**src/rtl/mem_bus_arbiter.sv**
```systemverilog
// mem_bus_arbiter: shares the single processor-to-memory command port between
// the icache and the dcache. The grant and acceptance-tag return are
// combinational (same cycle). A 15-entry owner table remembers which requester
// issued each outstanding load tag, so returning data beats are tagged only
// toward their owner.
//
// Optional build macro: MEM_ARB_FAIRNESS_EN adds a 3-bit starvation counter
// that hands a two-way conflict to the icache after STARVE_LIMIT consecutive
// dcache wins. Without it the dcache always wins a conflict.
//
// Ports:
//   clock, reset (async, active-low)
//   proc2Imem_command/addr         icache request (BUS_NONE or BUS_LOAD)
//   Imem2proc_response/data/tag    icache acceptance tag, data mirror, owned return tag
//   proc2Dmem_command/addr/data    dcache request (BUS_NONE, BUS_LOAD, BUS_STORE)
//   Dmem2proc_response/data/tag    dcache acceptance tag, data mirror, owned return tag
//   proc2mem_command/addr/data     forwarded command toward memory
//   mem2proc_response/data/tag     memory acceptance tag, return data, return tag
module mem_bus_arbiter #(
  parameter int unsigned XLEN = 32
`ifdef MEM_ARB_FAIRNESS_EN
  , parameter int unsigned STARVE_LIMIT = 4
`endif
) (
  input  logic            clock,
  input  logic            reset,
  input  logic [1:0]      proc2Imem_command,
  input  logic [XLEN-1:0] proc2Imem_addr,
  output logic [3:0]      Imem2proc_response,
  output logic [63:0]     Imem2proc_data,
  output logic [3:0]      Imem2proc_tag,
  input  logic [1:0]      proc2Dmem_command,
  input  logic [XLEN-1:0] proc2Dmem_addr,
  input  logic [63:0]     proc2Dmem_data,
  output logic [3:0]      Dmem2proc_response,
  output logic [63:0]     Dmem2proc_data,
  output logic [3:0]      Dmem2proc_tag,
  output logic [1:0]      proc2mem_command,
  output logic [XLEN-1:0] proc2mem_addr,
  output logic [63:0]     proc2mem_data,
  input  logic [3:0]      mem2proc_response,
  input  logic [63:0]     mem2proc_data,
  input  logic [3:0]      mem2proc_tag
);

  // Bus command encodings (BUS_STORE = 2'd2 needs no explicit decode here).
  localparam logic [1:0]  BUS_NONE = 2'd0;
  localparam logic [1:0]  BUS_LOAD = 2'd1;
  localparam int unsigned NUM_TAGS = 16;

  logic                i_req;
  logic                d_req;
  logic                fair_override;
  logic                grant_i;
  logic                grant_d;
  logic                alloc;
  logic                ret_hit;
  // Index 0 is the "no tag" encoding and is never set.
  logic [NUM_TAGS-1:0] valid_q;
  logic [NUM_TAGS-1:0] valid_nxt;
  logic [NUM_TAGS-1:0] owner_q;   // 0 = icache, 1 = dcache
  logic [NUM_TAGS-1:0] owner_nxt;

  // Request decode and fixed-priority grant with optional fairness override.
  assign i_req   = (proc2Imem_command != BUS_NONE);
  assign d_req   = (proc2Dmem_command != BUS_NONE);
  assign grant_d = d_req && !(i_req && fair_override);
  assign grant_i = i_req && !grant_d;

  // A load accepted by memory allocates the returned tag to the grantee.
  assign alloc = reset && (mem2proc_response != 4'd0) &&
                 ((grant_d && (proc2Dmem_command == BUS_LOAD)) ||
                  (grant_i && (proc2Imem_command == BUS_LOAD)));

  assign ret_hit = (mem2proc_tag != 4'd0) && valid_q[mem2proc_tag];

`ifdef MEM_ARB_FAIRNESS_EN
  localparam logic [2:0] STARVE_MAX = 3'(STARVE_LIMIT);
  logic [2:0] starve_q;

  assign fair_override = (starve_q == STARVE_MAX);

  // Counts consecutive conflict losses by the icache; saturates at the limit.
  always_ff @(posedge clock or negedge reset) begin
    if (!reset) begin
      starve_q <= '0;
    end else if (grant_i) begin
      starve_q <= '0;
    end else if (i_req && grant_d && (starve_q != STARVE_MAX)) begin
      starve_q <= starve_q + 3'd1;
    end
  end
`else
  assign fair_override = 1'b0;
`endif

  // Owner table next state: a return clears its entry, allocation wins over clear.
  always_comb begin
    valid_nxt = valid_q;
    owner_nxt = owner_q;
    if (ret_hit) begin
      valid_nxt[mem2proc_tag] = 1'b0;
    end
    if (alloc) begin
      valid_nxt[mem2proc_response] = 1'b1;
      owner_nxt[mem2proc_response] = grant_d;
    end
  end

  always_ff @(posedge clock or negedge reset) begin
    if (!reset) begin
      valid_q <= '0;
      owner_q <= '0;
    end else begin
      valid_q <= valid_nxt;
      owner_q <= owner_nxt;
    end
  end

  // Forwarding, response routing and return-tag routing; all idle in reset.
  always_comb begin
    proc2mem_command   = BUS_NONE;
    proc2mem_addr      = '0;
    proc2mem_data      = '0;
    Imem2proc_response = '0;
    Dmem2proc_response = '0;
    Imem2proc_data     = '0;
    Dmem2proc_data     = '0;
    Imem2proc_tag      = '0;
    Dmem2proc_tag      = '0;
    if (reset) begin
      Imem2proc_data = mem2proc_data;
      Dmem2proc_data = mem2proc_data;
      if (grant_d) begin
        proc2mem_command   = proc2Dmem_command;
        proc2mem_addr      = proc2Dmem_addr;
        proc2mem_data      = proc2Dmem_data;
        Dmem2proc_response = mem2proc_response;
      end else if (grant_i) begin
        proc2mem_command   = proc2Imem_command;
        proc2mem_addr      = proc2Imem_addr;
        Imem2proc_response = mem2proc_response;
      end
      if (ret_hit) begin
        if (owner_q[mem2proc_tag]) begin
          Dmem2proc_tag = mem2proc_tag;
        end else begin
          Imem2proc_tag = mem2proc_tag;
        end
      end
    end
  end

endmodule
```
**config.mk**
```make
export PLATFORM = sky130hd
export DESIGN_NAME = mem_bus_arbiter
export DESIGN_NICKNAME = d
export VERILOG_FILES = /design/src/rtl/mem_bus_arbiter.sv
export SDC_FILE = /design/constraint.sdc
export NUM_CORES = 1
export LEC_CHECK = 0
export CAP_MARGIN = 20
export CORE_AREA = 4 4 173 175
export CTS_BUF_LIST = sky130_fd_sc_hd__clkbuf_16
export DETAILED_ROUTE_END_ITERATION = 12
export DIE_AREA = 0 0 177 179
export PLACE_DENSITY = 0.5
export SYNTH_ARGS = -nofsm -noshare
export SYNTH_HDL_FRONTEND = slang
export SYNTH_SLANG_ARGS = --single-unit
```
**constraint.sdc**
```tcl
create_clock -name clock -period 8.25 [get_ports clock]
set_input_delay 2.475 -clock clock [delete_from_list [all_inputs] [get_ports clock]]
set_output_delay 2.475 -clock clock [all_outputs]
set_load 0.02 [all_outputs]
```
== Word level (Yosys, flattened, before mapping) ==
Index checks and enable logic that the tools add are counted.

* Magnitude comparators: 4
* Bitwise operators: 3
* Multiplexer cells: 31
* Eq/ne operators: 2
* Reductions and logical operators: 14

{| class="wikitable"
|+ Operator list
! operator !! number
|-
| 64-bit two-way mux || 3
|-
| 32-bit two-way mux || 3
|-
| 4-bit two-way mux || 11
|-
| 16-bit two-way mux || 2
|-
| 16-bit AND || 1
|-
| 16-bit bitwise mux || 1
|-
| 16-bit NOT || 1
|-
| 16-bit bitwise OR || 1
|-
| 4-bit by 5-bit < comparator with 1-bit output (second input constant) || 2
|-
| 1-bit binary-select mux with 4-bit select || 2
|-
| 1-bit demux with 4-bit select || 2
|-
| 4-bit by 1-bit greater-or-equal comparator with 1-bit output (second input constant) || 2
|-
| 1-bit logical AND || 8
|-
| 4-bit nonzero test || 2
|-
| 2-bit two-way mux || 3
|-
| 2-bit by 1-bit == test with 1-bit output (second input constant) || 2
|-
| 1-bit two-way mux || 4
|-
| 2-bit nonzero test || 2
|-
| 1-bit logical NOT || 1
|-
| 1-bit logical OR || 1
|}

* Register bits after elaboration: 32
* Output and inout bits: 242

== Longest topological paths before layout ==
* Depth in word-level cells: 9
* Gate-level depth with buffers: 6
* Mapped depth without buffers: 4

== Worst setup path before layout ==
OpenSTA, ideal clock, no wires.

* Path type: input to output
* From: in mem2proc_tag[0]
* To: out Imem2proc_tag[0]
* Data arrival time: 3910 ps
* Buffers on the path: 1
* Setup slack: 1865 ps
* Cell stages on the path: 5
* Required time: 5775 ps
* Path through: buf_6 -> mux4_1 -> nand2_1 -> nand4_2 -> a211oi_1

* Longest elaborated chain between the ends: 5
* Elaborated cells on any way between the ends: 9
* Classes of those cells: mux: 7; reduce/logical: 2

{| class="wikitable"
|+ Ends and longest elaborated chain
! what !! line !! text
|-
| start: declaration || 43 || <nowiki>input logic [3:0] mem2proc_tag</nowiki>
|-
| 1-bit binary-select mux with 4-bit select (on tied branches) || 145, 75 ||
|-
| 1-bit two-way mux (on tied branches) || 145, 75 ||
|-
| 4-bit two-way mux / 1-bit logical AND (equally long branches) || 145, 75 ||
|-
| 4-bit two-way mux * || 144 || <nowiki>if (ret_hit) begin</nowiki>
|-
| 4-bit two-way mux * || 131 || <nowiki>if (reset) begin</nowiki>
|-
| end: declaration || 31 || <nowiki>output logic [3:0] Imem2proc_tag,</nowiki>
|}

Every way passes the cells marked *; elsewhere a longest branch is shown, timed or not. The select of a mux whose other input is x is not followed.

== Worst setup path after layout ==
Same ends and word-level chain as after synthesis.

==> impl_metrics.ini <==
[routing]
drc = 0
ant_nets = 0
wire_per_inst_um = 20.8
routed_wl_um = 24500
drt_pre_antenna_iters = 4
drt_iter0_drc = 148
via_count = 4566
vias_per_cell = 3.87

[yosys]
synthesis.nets = 642
synthCells = 436
synth.avg_cell_area_um2 = 8.14
async_flop_share = 1.00
syn_area_um2 = 3550
yosys_warnings = 0
yosysSeqAreaShare = 0.226
synth.top_cells.by_area = dfrtp_1 23%, buf_4 14%, and3_1 12%, and2_1 12%, a22o_1 7.9%
synth_edf_count = 0
synth_top_area_share = 0.226
synth-seq-cells = 32
synth-main-ff-cell = dfrtp_1
synth.distinct_cells = 40
synth_top_area_cell = dfrtp_1

[status]
status = completed

[timing]
finalSetupViolCount = 0
maxSlewViolCount = 0
relSlewSlack = 0.570
max_freq_ghz = 0.134
tns_ps = 0
hold_viol = 0
clock_skew_ps = 0
fin_crit_ps = 7470
whs_ps = 373
rsz0062_at_grt = false
post-route-period-util = 0.906
worst_pin_slew_ps = 645

[clock_tree]
cts.repair.resized = 0
cts-htree-levels = 2
cts_max_path_buffers = 2
cts.sinks = 32
clk_pin_slew_worst_paths_ps = 50
clock_latency_ps = 280
cts-root-buf = clkbuf_16
cts_setup_buffers = 0
hold_buffers = 0
cts_buffers = 5
cts_tree = built

[critical_path]
startpoint = mem2proc_tag[0]
timing.rr.end = owner_q[9]
path_cells = clkdlybuf4s50_1 -> buf_4 -> nor2_1 -> a21oi_1 -> nand4_1 -> a211oi_1 -> clkdlybuf4s50_1
path_max_fanout = 11
critical_path.most_common_cell = clkdlybuf4s50_1
crit_required_ps = 5780
slowest_stage = clkdlybuf4s50_1
max_stage_delay_ps = 720
r2r-start = owner_q[9]
worstSetupPathType = in2out
setup.worst_path.start_class = primary input
path_delay_family = buffers and inverters
path_depth = 7
endpoint_kind = output port
rrSetupSlack_ps = 7480
path_buf_inv = 3
r2r_cells = 1
arrival_ps = 5000
crit_path_end = Imem2proc_tag[0]

[die]
dieWidth_um = 177
core.rowCount = 62
core_area_um2 = 28500
die_height_um = 179
initial_core_util = 0.125
die-area_um2 = 31700
ios = 448

[hold_path]
min_path_type = reg2reg

[global_routing]
grt_pass1_vias = 4654
use_met1 = 0.178
track_usage = 0.144
antenna_found_initial = 11
grt_use_met3 = 0.0738
grt_pass1_wl_um = 33400
grt_max_degree = 159
overflow = 0
grt_busiest_layer = met2
use_met2 = 0.233

[power]
vdd_drop_max_mv = 0.0855
p_per_area_nw_per_um2 = 101
p_leak_uw = 0.00332

[place]
gp_congestion = 0.885
hpwl_um = 21400
io_buffer_count = 447

[final_layout]
area_growth_pct = 127
layout-drive-gt1-share = 0.0504
final_nets = 998
final_common_cell = clkdlybuf4s50_1
layout_common_cells = 446 x clkdlybuf4s50_1, 68 x and3_1, 67 x and2_1, 32 x a22o_1, 32 x dfrtp_1

[job]
maxCapViolations = 0
[report_power, final]
part	leakage, µW	internal, µW	total [µW]	switching, µW
Combinational	0.00283	246	445	199
Clock	0.0000710	109	172	62.7
Sequential	0.000421	180	194	14.0
Total	0.00332	536	812	276
[flip-flops by register name, indices dropped and copies added, names as in the netlist]
register  flops
owner_q      16
valid_q      16
[metrics by stage]
stage,instances,instance area [µm²],power [µW],util,worst slack (ps)
2_1_floorplan,436,3550,402,-,1870
3_3_place_gp,1169,7900,647,0.277,813
3_5_place_dp,1169,7900,646,0.277,775
4_1_cts,1177,8040,822,0.282,771
5_1_grt,1178,8040,856,0.282,594
6_report,1179,8040,812,0.282,777
[cells by family after synthesis]
group / after synthesis / synth area share
and+or+nand+nor: 200 / 0.329
buffers and inverters: 111 / 0.195
AOI/OAI and AO/OA: 66 / 0.151
DFF: 32 / 0.226
muxes: 27 / 0.0995
[cell type report]
cell class,instances,area (µm²)
Clock buffer,5,125
Inverter,6,22.5
Sequential cell,32,801
Antenna cell,2,5.00
Multi-Input combinational cell,293,2060
Tap cell,384,480
Clock inverter,3,13.8
Fill cell,3039,20400
Timing Repair Buffer,454,4540
[layer usage]
layer  routed length [µm]  share of wire  vias to the layer above
li1                     -              -                     2175
met1                10300           0.42                     2073
met2                10700           0.44                      272
met3                 3160           0.13                       28
met4                  160         0.0065                       18
met5                  110         0.0045                        -
[synth_stat cells (2+ instances only)]
library cell	n
nor2_1	16
o31ai_1	3
nand3_1	7
clkbuf_1	28
nand2_1	17
a211oi_1	6
a22o_1	32
nand4_1	2
and3_1	68
nand2b_1	6
inv_1	6
buf_2	9
nor3_1	5
mux2i_1	6
a21oi_1	3
buf_4	65
nor2b_1	6
o2111ai_1	3
mux2_2	17
mux4_1	3
dfrtp_1	32
and2_1	67
a21o_1	12
[worst min-delay path by stage]
stage                from    endpoint  slack, ps  cells past startpoint
2_1_floorplan  owner_q[0]  owner_q[0]        420                      1
3_3_place_gp   owner_q[0]  owner_q[0]        360                      0
3_5_place_dp   owner_q[0]  owner_q[0]        370                      0
4_1_cts        owner_q[0]  owner_q[0]        380                      0
5_1_grt        owner_q[0]  owner_q[0]        390                      0
6_report       owner_q[0]  owner_q[0]        370                      0
(Power assumes the default switching activity.)
